File: src/rtl/multicycle_ctrl.sv
// Multicycle MIPS-subset control unit: Moore FSM that drives datapath strobes and
// mux selects for lw/sw/R-type/beq/bne/addi/j, one instruction phase per state.
module multicycle_ctrl #(
    parameter bit ENABLE_BNE = 1'b1
) (
    input  logic       clk,
    input  logic       reset,
    input  logic [5:0] op,
    input  logic [5:0] funct,
    input  logic       zero,
    output logic       ir_write,
    output logic       mem_write,
    output logic       reg_write,
    output logic       iord,
    output logic       reg_dst,
    output logic       mem_to_reg,
    output logic       alu_src_a,
    output logic [1:0] alu_src_b,
    output logic [1:0] pc_src,
    output logic       pc_en,
    output logic [2:0] alu_ctrl,
    output logic [3:0] state
);

    typedef enum logic [3:0] {
        FETCH  = 4'd0,  DECODE = 4'd1,  MEMADR = 4'd2,  MEMRD  = 4'd3,
        MEMWB  = 4'd4,  MEMWR  = 4'd5,  REXE   = 4'd6,  RWB    = 4'd7,
        BRANCH = 4'd8,  ADDIEX = 4'd9,  ADDIWB = 4'd10, JUMP   = 4'd11
    } state_t;

    localparam logic [5:0] OP_RTYPE = 6'b000000;
    localparam logic [5:0] OP_LW    = 6'b100011;
    localparam logic [5:0] OP_SW    = 6'b101011;
    localparam logic [5:0] OP_BEQ   = 6'b000100;
    localparam logic [5:0] OP_BNE   = 6'b000101;
    localparam logic [5:0] OP_ADDI  = 6'b001000;
    localparam logic [5:0] OP_J     = 6'b000010;

    localparam logic [2:0] ALU_ADD = 3'b010;
    localparam logic [2:0] ALU_SUB = 3'b110;
    localparam logic [2:0] ALU_AND = 3'b000;
    localparam logic [2:0] ALU_OR  = 3'b001;
    localparam logic [2:0] ALU_SLT = 3'b111;

    state_t state_d, state_q;
    // Branch flavour captured in DECODE so BRANCH never has to look at op.
    logic   is_bne_d, is_bne_q;

    always_ff @(posedge clk or posedge reset) begin
        if (reset) begin
            state_q  <= FETCH;
            is_bne_q <= 1'b0;
        end else begin
            state_q  <= state_d;
            is_bne_q <= is_bne_d;
        end
    end

    always_comb begin
        state_d  = FETCH;
        is_bne_d = is_bne_q;
        case (state_q)
            FETCH:  state_d = DECODE;
            DECODE: begin
                is_bne_d = (op == OP_BNE);
                case (op)
                    OP_LW, OP_SW: state_d = MEMADR;
                    OP_RTYPE:     state_d = REXE;
                    OP_BEQ:       state_d = BRANCH;
                    OP_BNE:       state_d = ENABLE_BNE ? BRANCH : FETCH;
                    OP_ADDI:      state_d = ADDIEX;
                    OP_J:         state_d = JUMP;
                    default:      state_d = FETCH;
                endcase
            end
            MEMADR: state_d = (op == OP_SW) ? MEMWR : MEMRD;
            MEMRD:  state_d = MEMWB;
            REXE:   state_d = RWB;
            ADDIEX: state_d = ADDIWB;
            default: state_d = FETCH;
        endcase
    end

    always_comb begin
        ir_write   = 1'b0;
        mem_write  = 1'b0;
        reg_write  = 1'b0;
        iord       = 1'b0;
        reg_dst    = 1'b0;
        mem_to_reg = 1'b0;
        alu_src_a  = 1'b0;
        alu_src_b  = 2'b00;
        pc_src     = 2'b00;
        pc_en      = 1'b0;
        alu_ctrl   = ALU_ADD;
        case (state_q)
            FETCH: begin
                ir_write  = 1'b1;
                alu_src_b = 2'b01;
                pc_en     = 1'b1;
            end
            DECODE: alu_src_b = 2'b11;
            MEMADR, ADDIEX: begin
                alu_src_a = 1'b1;
                alu_src_b = 2'b10;
            end
            MEMRD: iord = 1'b1;
            MEMWB: begin
                reg_write  = 1'b1;
                mem_to_reg = 1'b1;
            end
            MEMWR: begin
                iord      = 1'b1;
                mem_write = 1'b1;
            end
            REXE: begin
                alu_src_a = 1'b1;
                case (funct)
                    6'b100010: alu_ctrl = ALU_SUB;
                    6'b100100: alu_ctrl = ALU_AND;
                    6'b100101: alu_ctrl = ALU_OR;
                    6'b101010: alu_ctrl = ALU_SLT;
                    default:   alu_ctrl = ALU_ADD;
                endcase
            end
            RWB: begin
                reg_write = 1'b1;
                reg_dst   = 1'b1;
            end
            BRANCH: begin
                alu_src_a = 1'b1;
                alu_ctrl  = ALU_SUB;
                pc_src    = 2'b01;
                pc_en     = is_bne_q ? (ENABLE_BNE && !zero) : zero;
            end
            ADDIWB: reg_write = 1'b1;
            JUMP: begin
                pc_src = 2'b10;
                pc_en  = 1'b1;
            end
            default: ;
        endcase
    end

    assign state = state_q;

endmodule

File: config.mk
export PLATFORM = sky130hd
export DESIGN_NAME = multicycle_ctrl
export DESIGN_NICKNAME = d
export VERILOG_FILES = /design/src/rtl/multicycle_ctrl.sv
export SDC_FILE = /design/constraint.sdc
export NUM_CORES = 1
export LEC_CHECK = 0
export ABC_AREA = 1
export BUFFER_PORTS_ARGS = -buffer_cell sky130_fd_sc_hd__buf_4
export CAP_MARGIN = 0
export CORE_AREA = 2 2 39 41
export CTS_CLUSTER_SIZE = 10
export DETAILED_ROUTE_END_ITERATION = 8
export DIE_AREA = 0 0 41 43
export GPL_TIMING_DRIVEN = 0
export HOLD_SLACK_MARGIN = 0.03
export PLACE_DENSITY = 0.76
export SYNTH_ARGS = -nofsm -noshare
export SYNTH_HDL_FRONTEND = slang
export SYNTH_SLANG_ARGS = --single-unit
File: constraint.sdc
create_clock -name clk -period 1.7 [get_ports clk]
set_input_delay 0.255 -clock clk [delete_from_list [all_inputs] [get_ports clk]]
set_output_delay 0.255 -clock clk [all_outputs]
set_load 0.05 [all_outputs]
==> results.py, run 1 <==
metrics = {
    "die": {
        "core_mm2": 0.00138,
        "die_area_mm2": 0.00176,
        "fp.dieW_um": 41,
        "num_rows": 14,
        "initial_utilization_pct": 39.5,
        "ios": 34,
        "die_h_um": 43,
    },
    "drt": {
        "routedWlPerCell_um": 11.9,
        "vias": 799,
        "ant_nets": 0,
        "routed_wl_mm": 1.94,
        "first_pass_iters": 4,
        "drc": 0,
        "vias_per_cell": 4.90,
        "dr.first_iter.drc_count": 12,
    },
    "cells_and_area": {
        "n_antenna_cell": 0,
        "nFillCells": 115,
        "nets": 163,
        "drive_gt1_share_pct": 50.3,
        "syn2layout_area_growth_pct": 88.3,
        "fin_util_pct": 74.4,
        "stdcell_count": 163,
    },
    "sta": {
        "timing.final.crit_share_pct": 99.1,
        "period_minus_slack_ns": 1.69,
        "skew_ns": 0.00376,
        "fmax_ghz": 0.593,
        "setup_viol": 0,
        "hold_viol_final": 0,
        "rsz0062_at_grt": "yes",
        "worstMarginPinSlew_ns": 0.275,
        "slew_viol_final": 0,
        "fin_tns_setup_ns": 0,
        "max_slew_margin_pct": 81.5,
    },
    "hold_path": {
        "hp-class": "in2reg",
    },
    "placement": {
        "hpwl_mm": 1.41,
        "gp_congestion": 0.762,
        "place_inst": 150,
        "portBuffers": 33,
    },
    "clocking": {
        "htreeDepth": 1,
        "cts_root_buf": "clkbuf_4",
        "cts_buffer_depth": 2,
        "insertion_delay_ns": 0.24,
        "cts_tree": "done",
        "clkTransAtPathRegs_ns": 0.04,
        "clock_sinks": 5,
        "cts_buffers": 3,
    },
    "power": {
        "vdd_drop_max_v": 0.000744,
        "p_leak_nw": 0.596,
        "power_density_mw_per_mm2": 1740,
    },
    "global_route": {
        "grt_pass1_wl_mm": 2.75,
        "grt_pass1_vias": 710,
        "grt_use_total_pct": 22.5,
        "grt_antenna_before_repair": 0,
        "grt_max_degree": 8,
        "overflow": 0,
    },
    "critical_path": {
        "slowest_delay_ns": 0.47,
        "path_cells": "nand2_2 > inv_2 > buf_4 > a21oi_2 > nand2_4 > buf_4",
        "path_delay_family": "flip-flops",
        "crit_arrival_ns": 1.43,
        "start_kind": "register",
        "criticalPathCategory": "reg2out",
        "crit_slowest_cell": "dfrtp_2",
        "cp.required_ns": 1.44,
        "cpMostUsedCell": "buf_4",
        "cp-end-kind": "output port",
        "critical_path.max_fanout": 7,
        "cp.buffers_inverters": 3,
    },
    "synthesis": {
        "syn_area_um2": 547,
        "synth_cells": 101,
        "synth.distinct_cells": 16,
        "synth_nets": 116,
        "synth-seq-cells": 5,
        "syn_avg_cell_area_um2": 5.41,
        "yosysSeqAreaShare_pct": 22.9,
        "ys_warn_count": 0,
    },
    "flow_run": {
        "maxCapViolations": 0,
    },
    "outcome": {
        "status": "completed",
    },
}
[area by class of cell]
| cell class | instances | area, um2 | share of cell area (%) |
|---|---|---|---|
| well taps | 16 | 20.0 | 1.94 |
| inverters | 21 | 83.8 | 8.14 |
| multi-input cells | 75 | 437 | 42.4 |
| repair buffers | 42 | 333 | 32.3 |
| clock buffers | 4 | 26.3 | 2.55 |
| flip-flops and latches | 5 | 130 | 12.6 |
[worst min-delay path: cells and delay by family]
kind / cells / cell delay [ns]
buffers and inverters: 1 / 0.10
AND/OR/NAND/NOR: 2 / 0.15
[Yosys cell counts (all sizes together)]
| master | instances | area share (%) |
|---|---|---|
| nand2 | 26 | 19 |
| o21ai | 3 | 2.7 |
| nand3 | 12 | 11 |
| a21oi | 3 | 2.7 |
| nor2 | 22 | 17 |
| nor3 | 3 | 2.7 |
| inv | 21 | 14 |
| o22ai | 1 | 1.1 |
| dfrtp | 5 | 23 |
| xnor2 | 1 | 1.6 |
| nand4 | 4 | 4.6 |
[logic make-up after synthesis]
| group | synth area share [%] |
|---|---|
| AND/OR/NAND/NOR | 54.5 |
| XOR/XNOR | 1.60 |
| flip-flops | 22.9 |
| AO/OA/AOI/OAI | 6.64 |
| buffers and inverters | 14.4 |
[path summary, 6_finish.rpt]
check                      slack [ns]     start        end  cells after the start
max in group asynchronous        1.03     reset   state[0]                      3
min in group asynchronous        0.48     reset   state[3]                      3
max                              0.01  state[1]  reg_write                      6
min                              0.29     op[3]   state[2]                      3
min reg2reg                      0.51  is_bne_q   is_bne_q                      2
max reg2reg                      0.46  state[1]   state[3]                      5
[placed cells by master (no fill, tap or decap), drive strengths merged]
| cell | count |
|---|---|
| nand4 | 4 |
| nor2 | 22 |
| o22ai | 1 |
| dfrtp | 5 |
| nor3 | 3 |
| a21oi | 3 |
| clkbuf | 4 |
| nand2 | 26 |
| xnor2 | 1 |
| nand3 | 12 |
| dlygate4sd3 | 1 |
| buf | 41 |
| inv | 21 |
| o21ai | 3 |
[layer usage]
layer / wire length (um) / up-vias / GRT usage (%)
li1: - / 407 / -
met1: 772 / 364 / 24.0
met2: 1040 / 28 / 39.4
met3: 125 / 0 / 5.24
met4: 0 / 0 / 9.33
met5: 0 / - / 0
[sequential cells by signal, indices dropped and copies added (netlist names)]
| name | cells |
|---|---|
| is_bne_q | 1 |
| state | 4 |
[where the power goes]
group	switching [mW]	internal, mW
Sequential	0.0714	0.160
Combinational	0.974	0.451
Clock	0.0455	0.0885
[metrics by stage]
step / cell area (um2) / worst slack (ns) / hold slack [ns] / power, mW
after floorplan: 611 / -0.0598 / 0.0332 / 1.12
after global placement: 878 / 0.192 / 0.162 / 1.45
after detailed placement: 878 / 0.198 / 0.167 / 1.47
after CTS: 956 / 0.00282 / 0.283 / 1.67
after global routing: 1030 / -0.0417 / 0.319 / 1.90
final: 1030 / 0.0147 / 0.293 / 1.79
[timing repair]
item | CTS | global route
hold buffers | 1 | 0
gates resized for setup | 4 | 14
cloned | 0 | 0
buffers inserted | 4 | 4
endpoints found under the setup margin | 5 | 6
hold endpoints to repair | 5 | 0
pin swaps | 0 | 5
Power figures use the tool's default switching activity.
==> run 2: changes to the inputs <==
--- a/config.mk
+++ b/config.mk
@@ -14,7 +14,7 @@
 export DIE_AREA = 0 0 41 43
 export GPL_TIMING_DRIVEN = 0
 export HOLD_SLACK_MARGIN = 0.03
-export PLACE_DENSITY = 0.76
+export PLACE_DENSITY = 0.77
 export SYNTH_ARGS = -nofsm -noshare
 export SYNTH_HDL_FRONTEND = slang
 export SYNTH_SLANG_ARGS = --single-unit
==> run 2 against run 1 <==
  * Critical endpoint is now mem_to_reg
  * Design area is 3.3% lower
  * Critical path depth stayed put
  * Highest routed layer is now met4
  * Final cell count is 3.1% lower
  * Die area stayed put
  * Sequential power is 3% lower
  * Clock skew is 0.0029 ns lower
  * Wire length is 13% lower
  * Sequential share of layout area is 0.43 points higher
  * First-iteration DRC count is 17% lower
  * Largest power group unchanged
  * Flip-flop and latch count stayed put
  * Maximum frequency is 1.3% higher
==> results.py, run 2 (synthesized netlist as in run 1, its figures left out) <==
metrics = {
    "die": {
        "ios": 34,
        "core_mm2": 0.00138,
        "die_h_um": 43,
        "die_area_mm2": 0.00176,
        "fp.dieW_um": 41,
        "num_rows": 14,
        "initial_utilization_pct": 39.5,
    },
    "critical_path": {
        "criticalPathCategory": "reg2out",
        "critical_path.max_fanout": 6,
        "start_kind": "register",
        "cp.required_ns": 1.44,
        "crit_arrival_ns": 1.41,
        "cp-end-kind": "output port",
    },
    "power": {
        "vdd_drop_max_v": 0.000750,
        "p_total_mw": 1.73,
        "power_density_mw_per_mm2": 1730,
        "p_leak_nw": 0.568,
    },
    "placement": {
        "gp_congestion": 0.753,
        "hpwl_mm": 1.31,
        "portBuffers": 33,
        "placed_cell_area_um2": 878,
    },
    "sta": {
        "hold_viol_final": 0,
        "max_slew_margin_pct": 80.8,
        "skew_ns": 0.000850,
        "fmax_ghz": 0.601,
        "setup_viol": 0,
        "rsz0062_at_grt": "yes",
        "slew_viol_final": 0,
        "period_minus_slack_ns": 1.66,
        "fin_tns_setup_ns": 0,
        "timing.final.crit_share_pct": 97.9,
        "worstMarginPinSlew_ns": 0.286,
    },
    "drt": {
        "vias": 762,
        "dr.first_iter.drc_count": 10,
        "routedWlPerCell_um": 10.6,
        "routed_wl_mm": 1.68,
        "drt-met1-wl_um": 669,
        "ant_nets": 0,
        "route.met3.wl_um": 121,
        "dr_wl_met2_um": 850,
        "drc": 0,
        "first_pass_iters": 3,
        "vias_per_cell": 4.82,
        "routed.top_layer": "met4",
    },
    "cells_and_area": {
        "final_common_cell": "buf_4",
        "nets": 158,
        "n_antenna_cell": 0,
        "drive_gt1_share_pct": 50.0,
        "largest_reg_flops": 4,
        "final_cell_mix": "buf_4 (31), nand2_1 (19), inv_1 (15), nor2_1 (14), nand3_1 (10)",
        "nFillCells": 130,
        "final_area_um2": 996,
        "syn2layout_area_growth_pct": 82.2,
    },
    "clocking": {
        "cts_buffer_depth": 2,
        "cts_root_buf": "clkbuf_4",
        "htreeDepth": 1,
        "cts_tree": "done",
        "clock_sinks": 5,
        "clkTransAtPathRegs_ns": 0.04,
        "cts_buffers": 3,
        "insertion_delay_ns": 0.24,
    },
    "hold_path": {
        "hp-class": "in2reg",
    },
    "outcome": {
        "status": "completed",
    },
    "global_route": {
        "overflow": 0,
        "grt_use_total_pct": 20.2,
        "grt_pass1_wl_mm": 2.50,
        "grt_pass1_vias": 649,
        "grt_antenna_before_repair": 0,
        "grt_max_degree": 8,
    },
    "flow_run": {
        "maxCapViolations": 0,
    },
}
==> run 2: final timing paths <==
kind                       startpoint    endpoint  slack [ns]  cells past startpoint
setup / recovery             state[2]  mem_to_reg        0.04                      6
hold / removal                  op[3]    state[2]        0.29                      3
setup reg to reg             state[2]    state[2]        0.47                      5
hold reg to reg              is_bne_q    is_bne_q        0.50                      2
max in group asynchronous       reset    state[1]        1.05                      3
min in group asynchronous       reset    is_bne_q        0.46                      3
==> run 2: cell type report <==
class                   instances  area, um2  area share, %
clock buffers                   4       26.3           2.64
well taps                      16       20.0           2.01
multi-input cells              75        439           44.1
inverters                      21       81.3           8.17
repair buffers                 37        299           30.0
flip-flops and latches          5        130           13.1
==> run 2: stage by stage <==
| stage | hold WS, ns | cells | worst slack (ns) | util, % |
|---|---|---|---|---|
| after floorplan | 0.0332 | 101 | -0.0598 | - |
| after global placement | 0.162 | 150 | 0.182 | 63.5 |
| after detailed placement | 0.173 | 150 | 0.173 | 63.5 |
| after CTS | 0.283 | 156 | -0.000306 | 67.5 |
| after global routing | 0.325 | 158 | -0.0310 | 72.0 |
| final | 0.291 | 158 | 0.0357 | 72.0 |
==> run 2: worst max-delay path, stage by stage (launching register included) <==
cell     delay (ns)
dfrtp_2        0.44
inv_2          0.08
nor2_4         0.14
buf_4          0.13
nand2_1        0.10
inv_1          0.08
buf_4          0.19
==> run 2: per-layer routing <==
layer,track usage [%],up-vias
li1,-,399
met1,23.8,329
met2,33.1,30
met3,3.66,4
met4,10.0,0
met5,0,-
==> run 2: repair_timing <==
action / in CTS / in global routing
buffers inserted: 1 / 2
resized for setup: 5 / 14
endpoints found under the setup margin: 5 / 6
hold buffers: 1 / 0
endpoints found under the hold margin: 5 / 0
pin swaps: 0 / 3
==> run 2: report_power, final <==
group          switching, mW  leakage (nW)  internal [mW]
clock                 0.0513        0.0150         0.0889
sequential            0.0638        0.0611          0.160
combinational          0.942         0.492          0.419
total                   1.06         0.568          0.668
==> run 3: changes to the inputs <==
--- a/config.mk
+++ b/config.mk
@@ -5,7 +5,7 @@
 export SDC_FILE = /design/constraint.sdc
 export NUM_CORES = 1
 export LEC_CHECK = 0
-export ABC_AREA = 1
+export ABC_AREA = 0
 export BUFFER_PORTS_ARGS = -buffer_cell sky130_fd_sc_hd__buf_4
 export CAP_MARGIN = 0
 export CORE_AREA = 2 2 39 41
@@ -14,7 +14,7 @@
 export DIE_AREA = 0 0 41 43
 export GPL_TIMING_DRIVEN = 0
 export HOLD_SLACK_MARGIN = 0.03
-export PLACE_DENSITY = 0.77
+export PLACE_DENSITY = 0.79
 export SYNTH_ARGS = -nofsm -noshare
 export SYNTH_HDL_FRONTEND = slang
 export SYNTH_SLANG_ARGS = --single-unit
==> run 3 against run 2 <==
  * The run now ends with negative setup slack left
  * Non-clock buffer count rose by 16
  * Via count rose by 13%
  * Total power rose by 12%
  * Combinational power rose by 17%
  * Largest power group unchanged
  * Hold slack improved by 0.0024 ns
  * Maximum frequency fell by 16%
  * Register-to-register slack got worse by 0.42 ns
  * Design area rose by 27%
==> results.py, run 3 <==
metrics = {
    "outcome": {
        "status": "complete, but fails checks",
        "violations": "negative setup slack",
    },
    "drt": {
        "routedWlPerCell_um": 19.7,
        "vias": 859,
        "first_pass_iters": 4,
        "ant_nets": 0,
        "dr.first_iter.drc_count": 28,
        "vias_per_cell": 6.09,
        "routed_wl_mm": 2.78,
        "drc": 0,
    },
    "clocking": {
        "cts_tree": "done",
        "clkTransAtPathRegs_ns": 0.05,
        "clock_sinks": 5,
        "cts_buffer_depth": 2,
        "cts_root_buf": "clkbuf_4",
        "cts_buffers": 3,
        "htreeDepth": 1,
        "insertion_delay_ns": 0.27,
    },
    "die": {
        "num_rows": 14,
        "die_h_um": 43,
        "initial_utilization_pct": 41.3,
        "die_area_mm2": 0.00176,
        "fp.dieW_um": 41,
        "core_mm2": 0.00138,
        "ios": 34,
    },
    "placement": {
        "gp_congestion": 0.743,
        "hpwl_mm": 1.38,
        "pre_cts_slack_ns": -0.0753,
        "placed_cell_area_um2": 965,
        "portBuffers": 31,
        "place_inst": 121,
    },
    "cells_and_area": {
        "final_cell_mix": "buf_4 (33), buf_6 (11), nand2_1 (8)",
        "seq_area_um2": 130,
        "stdcell_count": 141,
        "nets": 141,
        "n_antenna_cell": 0,
        "drive_gt1_share_pct": 64.0,
        "nFillCells": 54,
        "syn2layout_area_growth_pct": 121,
        "final_area_mm2": 0.00127,
        "fin_util_pct": 91.5,
        "largest_reg_flops": 4,
        "final_common_cell": "buf_4",
        "multi_input_area_um2": 583,
    },
    "critical_path": {
        "crit_arrival_ns": 1.72,
        "cp-end-kind": "output port",
        "critical_path.max_fanout": 3,
        "start_kind": "register",
        "path_cells": "nand2b_4 > or4b_4 > nand2b_4 > buf_6",
        "criticalPathCategory": "reg2out",
        "slowest_delay_ns": 0.56,
        "crit_slowest_cell": "or4b_4",
        "cp.required_ns": 1.44,
        "cpMostUsedCell": "nand2b_4",
    },
    "synthesis": {
        "yosysTopAreaCell": "dfrtp_1",
        "synth_cells": 74,
        "synth-seq-cells": 5,
        "syn_avg_cell_area_um2": 7.73,
        "ys_top_cells_by_area": "dfrtp_1 (22%), nand2b_1 (6.6%), nand2_1 (5.9%)",
        "ys_warn_count": 0,
        "synth.most_common_cell": "nand2_1",
        "yosysSeqAreaShare_pct": 21.9,
        "synthArstFlopShare_pct": 100,
        "syn_area_um2": 572,
        "synth_nets": 89,
        "synth.distinct_cells": 33,
        "synth_common_cells": "nand2_1 (9), nor2_1 (7), nand2b_1 (6)",
        "synthDominantCellAreaShare_pct": 21.9,
        "synth_edf_count": 0,
        "synthFlopType": "dfrtp_1",
    },
    "power": {
        "p_leak_nw": 0.546,
        "p_total_mw": 1.93,
        "power_density_mw_per_mm2": 1520,
        "vdd_drop_max_v": 0.00124,
    },
    "global_route": {
        "grt_pass1_vias": 766,
        "grt_use_total_pct": 27.0,
        "grt_max_degree": 11,
        "met1_usage_pct": 30.3,
        "gr-usage-met2_pct": 50.9,
        "top_usage_layer": "met2",
        "grt_pass1_wl_mm": 3.36,
        "grt_use_met3_pct": 3.14,
        "overflow": 0,
        "grt_antenna_before_repair": 0,
    },
    "sta": {
        "rsz0062_at_grt": "yes",
        "setup_viol": 13,
        "fin_tns_setup_ns": -1.82,
        "skew_ns": 0.00565,
        "worstMarginPinSlew_ns": 0.564,
        "fmax_ghz": 0.506,
        "max_slew_margin_pct": 61.9,
        "setup_slack_ns": -0.278,
        "slew_viol_final": 0,
        "timing.final.crit_share_pct": 116,
        "period_minus_slack_ns": 1.98,
        "hold_viol_final": 0,
        "whs_ns": 0.293,
    },
    "hold_path": {
        "hp-class": "in2reg",
    },
    "flow_run": {
        "maxCapViolations": 0,
    },
}
[run 3: changes by cell type after synthesis, moves of 6 or more]
cell | previous run | this run
nor2_1 | 20 | 7
nand2_1 | 23 | 9
nand3_1 | 12 | 1
nand2b_1 | 0 | 6
inv_1 | 18 | 2
[run 3: critical path: cells and delay by family, from the launching register on]
family,cells,cell delay [ns]
buffers and inverters,1,0.16
flip-flops,1,0.42
AND/OR/NAND/NOR,3,0.88
[run 3: area by class of cell]
cell class	count	area share, %
clock buffers	4	2.08
well taps	16	1.58
inverters	2	0.593
repair buffers	47	33.1
flip-flops and latches	5	10.3
plain buffers	6	6.32
multi-input cells	61	46.0
[run 3: layer usage]
metal | vias to the layer above | part of all wire (%)
met5 | - | 0
met4 | 0 | 2.6
met3 | 6 | 6.2
met2 | 58 | 54
met1 | 417 | 37
li1 | 378 | -
[run 3: timing repair]
item | in CTS | in global routing
hold buffers | 1 | 0
endpoints found under the hold margin | 5 | 0
setup buffers | 8 | 7
endpoints found under the setup margin | 8 | 15
gates resized for setup | 18 | 17
pin swaps | 3 | 5
[run 3: final timing paths]
check,startpoint,to,slack (ns),depth (start not counted)
min in group asynchronous,reset,state[2],0.45,3
max reg2reg,state[2],is_bne_q,0.05,5
max in group asynchronous,reset,state[1],1.05,3
max,state[0],alu_ctrl[1],-0.28,4
min,op[0],is_bne_q,0.29,3
min reg2reg,is_bne_q,is_bne_q,0.52,2
[run 3: power breakdown]
| group | total [mW] | switching (mW) | internal [mW] |
|---|---|---|---|
| Clock | 0.154 | 0.0646 | 0.0897 |
| Combinational | 1.59 | 0.883 | 0.706 |
| Sequential | 0.185 | 0.0351 | 0.150 |
[run 3: logic make-up after synthesis]
kind of cell              Yosys count  share of synthesized area, %
DFF                                 5                          21.9
AOI/OAI and AO/OA                  16                          22.3
and+or+nand+nor                    41                          43.8
buffers and inverters               8                          5.69
muxes                               1                          1.75
xor gates and xnor gates            3                          4.60
